File: src/rtl/cpu_run_monitor.sv
// -----------------------------------------------------------------------------
// cpu_run_monitor
//
// Supervises one program run on the 32-bit microprocessor system. It counts
// cycles, emits periodic progress pulses with a pc snapshot, snoops writes to
// the status word, and ends the run on halt, timeout or pc stall. The final
// verdict is latched.
//
// Ports:
//   clk, rst      system clock, asynchronous active-high reset
//   start         pulse; begins a monitored run (ignored while a run is active)
//   halted        CPU system_halted
//   pc            CPU program counter
//   wr_en/wr_addr/wr_data   memory write snoop
//   ext_access    external memory read or write strobe
//   busy          run in progress
//   done          verdict valid, held until the next start or rst
//   verdict       0 NONE, 1 PASS, 2 FAIL, 3 UNKNOWN, 4 TIMEOUT, 5 STALL
//   cycle_count   cycles elapsed in the current or last run
//   ext_count     external accesses in the run, saturating
//   status_value  last value written to the status word
//   status_seen   at least one status write happened in this run
//   progress      one-cycle pulse every PROGRESS_INTERVAL run cycles
//   progress_pc   pc sampled at the last progress pulse
// -----------------------------------------------------------------------------
module cpu_run_monitor #(
    parameter int                    ADDR_WIDTH        = 32,
    parameter int                    DATA_WIDTH        = 32,
    parameter int                    CYC_WIDTH         = 32,
    parameter int                    MAX_CYCLES        = 10000,
    parameter int                    PROGRESS_INTERVAL = 100,
    parameter int                    STALL_LIMIT       = 1024,
    parameter logic [ADDR_WIDTH-1:0] STATUS_ADDR       = 32'h0000_2000,
    parameter int                    PASS_CODE         = 1,
    parameter int                    FAIL_CODE         = 0
) (
    input  logic                  clk,
    input  logic                  rst,
    input  logic                  start,
    input  logic                  halted,
    input  logic [ADDR_WIDTH-1:0] pc,
    input  logic                  wr_en,
    input  logic [ADDR_WIDTH-1:0] wr_addr,
    input  logic [DATA_WIDTH-1:0] wr_data,
    input  logic                  ext_access,
    output logic                  busy,
    output logic                  done,
    output logic [2:0]            verdict,
    output logic [CYC_WIDTH-1:0]  cycle_count,
    output logic [CYC_WIDTH-1:0]  ext_count,
    output logic [DATA_WIDTH-1:0] status_value,
    output logic                  status_seen,
    output logic                  progress,
    output logic [ADDR_WIDTH-1:0] progress_pc
);

    typedef enum logic [1:0] {
        IDLE = 2'd0,
        RUN  = 2'd1,
        DONE = 2'd2
    } state_t;

    localparam logic [2:0] V_NONE    = 3'd0;
    localparam logic [2:0] V_PASS    = 3'd1;
    localparam logic [2:0] V_FAIL    = 3'd2;
    localparam logic [2:0] V_UNKNOWN = 3'd3;
    localparam logic [2:0] V_TIMEOUT = 3'd4;
    localparam logic [2:0] V_STALL   = 3'd5;

    // Counter widths sized so the load / limit values always fit.
    localparam int PW = $clog2(PROGRESS_INTERVAL + 2);
    localparam int SW = $clog2(STALL_LIMIT + 2);

    localparam logic [PW-1:0]         PROG_LOAD = PW'(PROGRESS_INTERVAL);
    localparam logic [SW-1:0]         STALL_M1  = SW'(STALL_LIMIT - 1);
    localparam logic [CYC_WIDTH-1:0]  MAX_M1    = CYC_WIDTH'(MAX_CYCLES - 1);
    localparam logic [DATA_WIDTH-1:0] PASS_C    = DATA_WIDTH'(PASS_CODE);
    localparam logic [DATA_WIDTH-1:0] FAIL_C    = DATA_WIDTH'(FAIL_CODE);

    state_t                  state_q, state_d;
    logic [2:0]              verdict_q, verdict_d;
    logic [CYC_WIDTH-1:0]    cycle_q;
    logic [CYC_WIDTH-1:0]    ext_q;
    logic [DATA_WIDTH-1:0]   status_value_q;
    logic                    status_seen_q;
    logic [ADDR_WIDTH-1:0]   progress_pc_q;
    logic [PW-1:0]           prog_q;
    logic [SW-1:0]           stall_q;
    logic [ADDR_WIDTH-1:0]   prev_pc_q;
    logic                    first_q;

    logic                    launch;
    logic                    in_run;
    logic                    snoop_hit;
    logic                    pc_changed;
    logic [SW-1:0]           stall_cur;
    logic                    stall_hit;
    logic                    timeout_hit;
    logic                    progress_hit;
    logic                    eff_seen;
    logic [DATA_WIDTH-1:0]   eff_value;
    logic [2:0]              status_verdict;

    // Run-condition decode. The stall count for the current cycle is formed
    // combinationally so the limit check sees this cycle's pc, and a status
    // write in the halt cycle is bypassed straight into the verdict.
    always_comb begin
        in_run       = (state_q == RUN);
        launch       = start && (state_q != RUN);
        snoop_hit    = in_run && wr_en && (wr_addr == STATUS_ADDR);
        pc_changed   = first_q || (pc != prev_pc_q);
        stall_cur    = pc_changed ? '0 : stall_q + SW'(1);
        stall_hit    = (STALL_LIMIT != 0) && (stall_cur == STALL_M1);
        timeout_hit  = (cycle_q == MAX_M1);
        progress_hit = (PROGRESS_INTERVAL != 0) && in_run && (prog_q == PW'(1));
        eff_seen     = status_seen_q || snoop_hit;
        eff_value    = snoop_hit ? wr_data : status_value_q;
        if (!eff_seen) begin
            status_verdict = V_UNKNOWN;
        end else if (eff_value == PASS_C) begin
            status_verdict = V_PASS;
        end else if (eff_value == FAIL_C) begin
            status_verdict = V_FAIL;
        end else begin
            status_verdict = V_UNKNOWN;
        end
    end

    // State register.
    always_ff @(posedge clk or posedge rst) begin
        if (rst) begin
            state_q <= IDLE;
        end else begin
            state_q <= state_d;
        end
    end

    // Next-state and verdict selection; halt beats timeout beats stall.
    always_comb begin
        state_d   = state_q;
        verdict_d = verdict_q;
        case (state_q)
            IDLE: begin
                if (start) begin
                    state_d   = RUN;
                    verdict_d = V_NONE;
                end
            end
            RUN: begin
                if (halted) begin
                    state_d   = DONE;
                    verdict_d = status_verdict;
                end else if (timeout_hit) begin
                    state_d   = DONE;
                    verdict_d = V_TIMEOUT;
                end else if (stall_hit) begin
                    state_d   = DONE;
                    verdict_d = V_STALL;
                end
            end
            DONE: begin
                if (start) begin
                    state_d   = RUN;
                    verdict_d = V_NONE;
                end
            end
            default: begin
                state_d   = IDLE;
                verdict_d = V_NONE;
            end
        endcase
    end

    // Run datapath: everything is cleared on launch and only advances in RUN,
    // so values are naturally frozen in IDLE and DONE.
    always_ff @(posedge clk or posedge rst) begin
        if (rst) begin
            verdict_q      <= V_NONE;
            cycle_q        <= '0;
            ext_q          <= '0;
            status_value_q <= '0;
            status_seen_q  <= 1'b0;
            progress_pc_q  <= '0;
            prog_q         <= '0;
            stall_q        <= '0;
            prev_pc_q      <= '0;
            first_q        <= 1'b0;
        end else if (launch) begin
            verdict_q      <= verdict_d;
            cycle_q        <= '0;
            ext_q          <= '0;
            status_value_q <= '0;
            status_seen_q  <= 1'b0;
            progress_pc_q  <= '0;
            prog_q         <= PROG_LOAD;
            stall_q        <= '0;
            prev_pc_q      <= '0;
            first_q        <= 1'b1;
        end else if (in_run) begin
            verdict_q <= verdict_d;
            cycle_q   <= cycle_q + CYC_WIDTH'(1);
            if (ext_access && (ext_q != '1)) begin
                ext_q <= ext_q + CYC_WIDTH'(1);
            end
            if (snoop_hit) begin
                status_value_q <= wr_data;
                status_seen_q  <= 1'b1;
            end
            prog_q <= (prog_q == PW'(1)) ? PROG_LOAD : prog_q - PW'(1);
            if (progress_hit) begin
                progress_pc_q <= pc;
            end
            stall_q   <= stall_cur;
            prev_pc_q <= pc;
            first_q   <= 1'b0;
        end
    end

    // Output mapping.
    always_comb begin
        busy         = (state_q == RUN);
        done         = (state_q == DONE);
        verdict      = verdict_q;
        cycle_count  = cycle_q;
        ext_count    = ext_q;
        status_value = status_value_q;
        status_seen  = status_seen_q;
        progress     = progress_hit;
        progress_pc  = progress_pc_q;
    end

endmodule

File: config.mk
export PLATFORM = sky130hd
export DESIGN_NAME = cpu_run_monitor
export DESIGN_NICKNAME = d
export VERILOG_FILES = /design/src/rtl/cpu_run_monitor.sv
export SDC_FILE = /design/constraint.sdc
export NUM_CORES = 1
export LEC_CHECK = 0
export BUFFER_PORTS_ARGS = -buffer_cell sky130_fd_sc_hd__buf_4
export CAP_MARGIN = 20
export CELL_PAD_IN_SITES_DETAIL_PLACEMENT = 1
export CELL_PAD_IN_SITES_GLOBAL_PLACEMENT = 1
export CORE_ASPECT_RATIO = 0.8
export CORE_MARGIN = 2
export CORE_UTILIZATION = 40
export DETAILED_ROUTE_END_ITERATION = 7
export PLACE_DENSITY_LB_ADDON = 0.1
export RECOVER_POWER = 100
export SLEW_MARGIN = 25
export SYNTH_ARGS = -nofsm -noshare
export SYNTH_HDL_FRONTEND = slang
export SYNTH_SLANG_ARGS = --single-unit
File: constraint.sdc
create_clock -name clk -period 9.6 [get_ports clk]
set_input_delay 2.4 -clock clk [delete_from_list [all_inputs] [get_ports clk]]
set_output_delay 2.4 -clock clk [all_outputs]
set_load 0.05 [all_outputs]
---- After elaboration in Yosys (flattened, before gate mapping) ----
Cells that the tools add are included.
word-level totals
  bits in registers ....................... 185
  bits in latches ......................... 0
  bits in writable memories ............... 0
  bits in read-only memories .............. 0
  bits of input ports ..................... 102
  word-level logic and storage cells ...... 84
  memories ................................ 0
operators by class
  $add $sub $neg .......................... 4
  multipliers ............................. 0
  div/mod/pow operators ................... 0
  $lt $le $gt $ge ......................... 0
  equality and inequality tests ........... 12
  shifts and indexed selects .............. 0
  multiplexer cells ....................... 39
  bitwise operators ....................... 0
  reduce and logical (&&, ||, !) cells .... 18
operator list
  operator                 count
  $mux W32                 13
  $add A32 B1 Y32 const B  2
  $eq A32 B14 Y1 const B   2
  $mux W11                 3
  $eq A32 B1 Y1 const B    1
  $logic_not A32 Y1        1
  $ne A32 B32 Y1           1
  $ne A32 B32 Y1 const B   1
  $mux W3                  7
  $mux W7                  3
  $add A11 B1 Y11 const B  1
  $eq A11 B10 Y1 const B   1
  $mux W2                  5
  $reduce_and A2 Y1        4
  $reduce_bool A2 Y1       4
  $eq A7 B1 Y1 const B     1
  $sub A7 B1 Y7 const B    1
  $mux W1                  6
  $pmux W3 S2              1
  $logic_and A1 B1 Y1      5
  $ne A2 B1 Y1 const B     2
  $ne A4 B2 Y1 const B     1
  $pmux W2 S2              1
  $eq A2 B1 Y1 const B     1
  other kinds (4)          5

---- Logic depth before layout (Yosys ltp) ----
  word-level depth ........................ 12
  mapped depth ............................ 9

---- Worst setup path before layout ----
OpenSTA, ideal clock, no wires.
  kind .................................... reg-to-output
  from .................................... register prog_q[2]
  to ...................................... output progress
  arrival time ............................ 2,066 ps
  path slack .............................. 5,134 ps
  stages on the path, launching flop included .. 4
  buffers on the path ..................... 1
  cells stage by stage .................... dfrtp_1 or3_1 nor4_1 clkbuf_1
between the ends
  word-level cells in the longest chain between the ends .. 2
ends and longest elaborated chain
  element                 line  text
  start, declared         87    logic [PW-1:0] prog_q;
  start signal, assigned  209   prog_q <= (prog_q == PW'(1)) ? PROG_LOAD : prog_q - PW'(1);
  $eq A7 B1 Y1            115   progress_hit = (PROGRESS_INTERVAL != 0) && in_run && (prog_q == PW'(1));
  $logic_and A1 B1 Y1     115
  end, declared           53    output logic progress,
No other way between the ends.

==> impl_metrics.csv <==
group,metric,value,unit
synthesis,synthesis.instances,872,
synthesis,synth_cell_type_count,58,
detailed_routing,vias_per_cell,5.54,
detailed_routing,vias,7772,
critical_path,count_of_buffering_cells_on_the_critical_path_with_inverters_included,3,
clock_tree,clk_latency,0.45,ns
detailed_routing,post_drt_antenna_nets,0,
critical_path,worst_path_dominant_cell_family,"buffers and inverters",
detailed_routing,route.detailed.drc,0,
sta,hold_viol,0,
clock_tree,hold_buffers,0,
synthesis,ys_seq_area_share,52.1,%
synthesis,synth-seq-cells,185,
sta,fmaxAchievable,0.164,GHz
layout,final_cell_mix,"sky130_fd_sc_hd__dfrtp_1 (185), sky130_fd_sc_hd__clkbuf_1 (141), sky130_fd_sc_hd__nand2_1 (132)",
pwr,seqPwrFrac,43.6,%
die,num_rows,48,
sta,slew_headroom,-247,%
place,post-dp-hpwl,18300,um
pwr,power.ir.vdd_worst,0.125,mV
sta,period_minus_slack,6.10,ns
clock_tree,clockBufferDepth,2,
place,numPortBuffers,236,
detailed_routing,dr.pass1.iters,6,
detailed_routing,drt-wirelength-per-cell,18.9,um
die,die_height,137,um
global_route,grt_pass1_vias,7913,
outcome,run_status,"complete, but fails checks",
pwr,power_switching,0.756,mW
die,pin_count,237,
synthesis,synth_enable_flop_cells,0,
critical_path,cells_along_the_critical_path,"clkbuf_4, clkinvlp_2, buf_4",
clock_tree,cts_setup_buffers,0,
sta,layout_setup_ws,3.50,ns
synthesis,mappedNetlistNets,979,
sta,clock_skew,0.0217,ns
sta,finalSetupViolations,0,
pwr,p_int,1.37,mW
clock_tree,cts_htree_levels,4,
synthesis,netlist_area,8890,um2
pwr,power_density,193,nW/um2
layout,final_layout_size_suffix_gt1_share,13.9,%
die,core,21700,um2
sta,drv_slew,311,
clock_tree,cts_tree,"built",
global_route,globalRouteTotalUtil,23.0,%
flow_run,count_of_maximum_capacitance_violations,6,
global_route,grt_start_max_net_pins,117,
layout,layout-area-overhead-vs-synth,23.5,%
sta,finalSetupTns,0,ns
critical_path,slowest_delay,2.83,ns
detailed_routing,postRouteWirelength,26500,um
die,die_w,171,um
synthesis,synth_flop_cell,"sky130_fd_sc_hd__dfrtp_1",
layout,layout_commonest_cell,"sky130_fd_sc_hd__dfrtp_1",
critical_path,rr_worst_depth,6,
layout,final_core_utilization,50.6,%
critical_path,slack_of_the_worst_reg_to_reg_path,4.78,ns
sta,worst_slew_pin_slew,5.18,ns
clock_tree,numCtsBuffers,17,
sta,final.period_utilization,63.5,%
min_path,path_class_of_the_lowest_slack_min_delay_path,"flop to flop",
place,detailedPlace.worstSlack,4.86,ns
pwr,clockPowerShare,33.6,%
detailed_routing,drt_iter0_drc,458,
synthesis,postSynth.asyncResetShare,100,%
clock_tree,post_cts_resized,0,
layout,fillers,2504,
global_route,antenna_violations_before_repair,0,
min_path,timing.hold.worst_path_depth,2,
synthesis,synthesis.yosys.warnings,0,
critical_path,timing.critical_path.to_type,"async pin",
critical_path,crit_type,"input pin to async pin",
synthesis,postSynthAreaPerCell,10.2,um2
critical_path,timing.critical_path.arrival,6.54,ns
critical_path,critical_path_depth,3,
critical_path,path_max_fanout,116,
layout,final_nets,1199,
die,initial_core_util,41.0,%
sta,rsz0062_at_grt,"no",
pwr,combPwrFrac,22.8,%
place,dp.cells,1373,
clock_tree,cts_num_sinks,185,
global_route,grt.overflow.total,0,
pwr,switching_share,35.6,%
critical_path,slowest_cp_cell,"sky130_fd_sc_hd__clkinvlp_2",
outcome,failing_checks,"max-capacitance violations, max-slew violations",
die,fp.dieArea,23400,um2
clock_tree,cts-root-buf,"sky130_fd_sc_hd__clkbuf_16",
layout,num_antenna_cells,0,
critical_path,critical_path.startpoint_type,"input pin",
critical_path,worstPathRequired,10.04,ns
pwr,leakage_power,5.03,nW
layout,final_cell_count_no_fill,1404,
global_route,grt_first_pass_wirelength,42700,um
clock_tree,cts.clk_slew.worst_paths,0.08,ns
place,gp_congestion,0.813,
[sequential cells by signal, indices dropped and copies added (netlist names)]
name          cells
state_q           2
prev_pc_q        32
stall_q          11
progress_pc      32
ext_count        32
verdict           3
status_value     32
status_seen       1
first_q           1
cycle_count      32
prog_q            7
[cell type report]
type                    instances  area (um2)  share of cell area (%)
clock inverters                14         164                    1.49
inverters                      12        46.3                   0.422
multi-input cells             631        4030                    36.7
well taps                     300         375                    3.42
flip-flops and latches        185        4630                    42.2
clock buffers                  17         425                    3.87
repair buffers                245        1310                    11.9
[worst paths after layout]
kind | startpoint | endpoint
worst min register to register | first_q | first_q
worst min-delay path | first_q | first_q
worst max-delay path | rst | ext_count[2]
worst max register to register | state_q[1] | progress_pc[0]
min in group asynchronous | rst | ext_count[20]
max in group clk | prog_q[2] | progress
[worst register-to-register path, delay by kind of cell, from the launching register on]
family	cells	cell delay (ns)
flops	1	0.36
compound gates	1	0.33
simple gates	3	1.10
buf+inv	2	2.95
[cell usage after synthesis (all sizes together), types with 7 or more instances]
cell	count	area share [%]
mux2i	21	2.4
clkbuf	36	1.5
nand3	31	1.9
a21oi	9	0.51
a22o	64	6.3
nor2	52	2.2
xor2	43	4.2
nor4	39	2.9
nand2	132	5.6
buf	8	0.48
nor3	21	1.2
nand3b	34	2.9
dfrtp	185	52
inv	12	0.51
nand4	33	2.3
nor4b	7	0.76
o31ai	7	0.87
xnor2	14	1.4
and3	15	1.1
o21ai	35	2.0
[cell families after synthesis]
| group | share of synthesized area (%) |
|---|---|
| flip-flops | 52.1 |
| AO/OA/AOI/OAI | 12.9 |
| adder cells (fa/ha/maj) | 0.704 |
| buffers and inverters | 2.51 |
| AND/OR/NAND/NOR | 23.8 |
| XOR/XNOR | 5.62 |
| multiplexers | 2.36 |
[power by group through the flow]
stage	Sequential (mW)	Combinational, mW	Clock [mW]
2_1_floorplan	0.968	0.284	0
3_3_place_gp	0.935	0.494	0
3_5_place_dp	0.937	0.508	0
4_1_cts	0.924	0.511	0.729
5_1_grt	0.934	0.536	0.758
6_report	0.925	0.485	0.712
[metal layers]
metal / global-route usage [%] / vias up / wire length, um
li1: - / 3630 / -
met1: 32.4 / 3914 / 12800
met2: 35.7 / 202 / 12000
met3: 5.86 / 26 / 1470
met4: 5.51 / 0 / 299
met5: 0 / - / 0
[per-stage QoR]
stage / cell area (um2) / hold slack, ns / power [mW]
detailed placement: 11000 / 0.487 / 1.45
global placement: 11000 / 0.468 / 1.43
finish: 11000 / 0.503 / 2.12
global route: 11000 / 0.533 / 2.23
floorplan: 8890 / 0.454 / 1.25
CTS: 11500 / 0.506 / 2.16
Note: power is estimated with default switching activity, not from simulation.
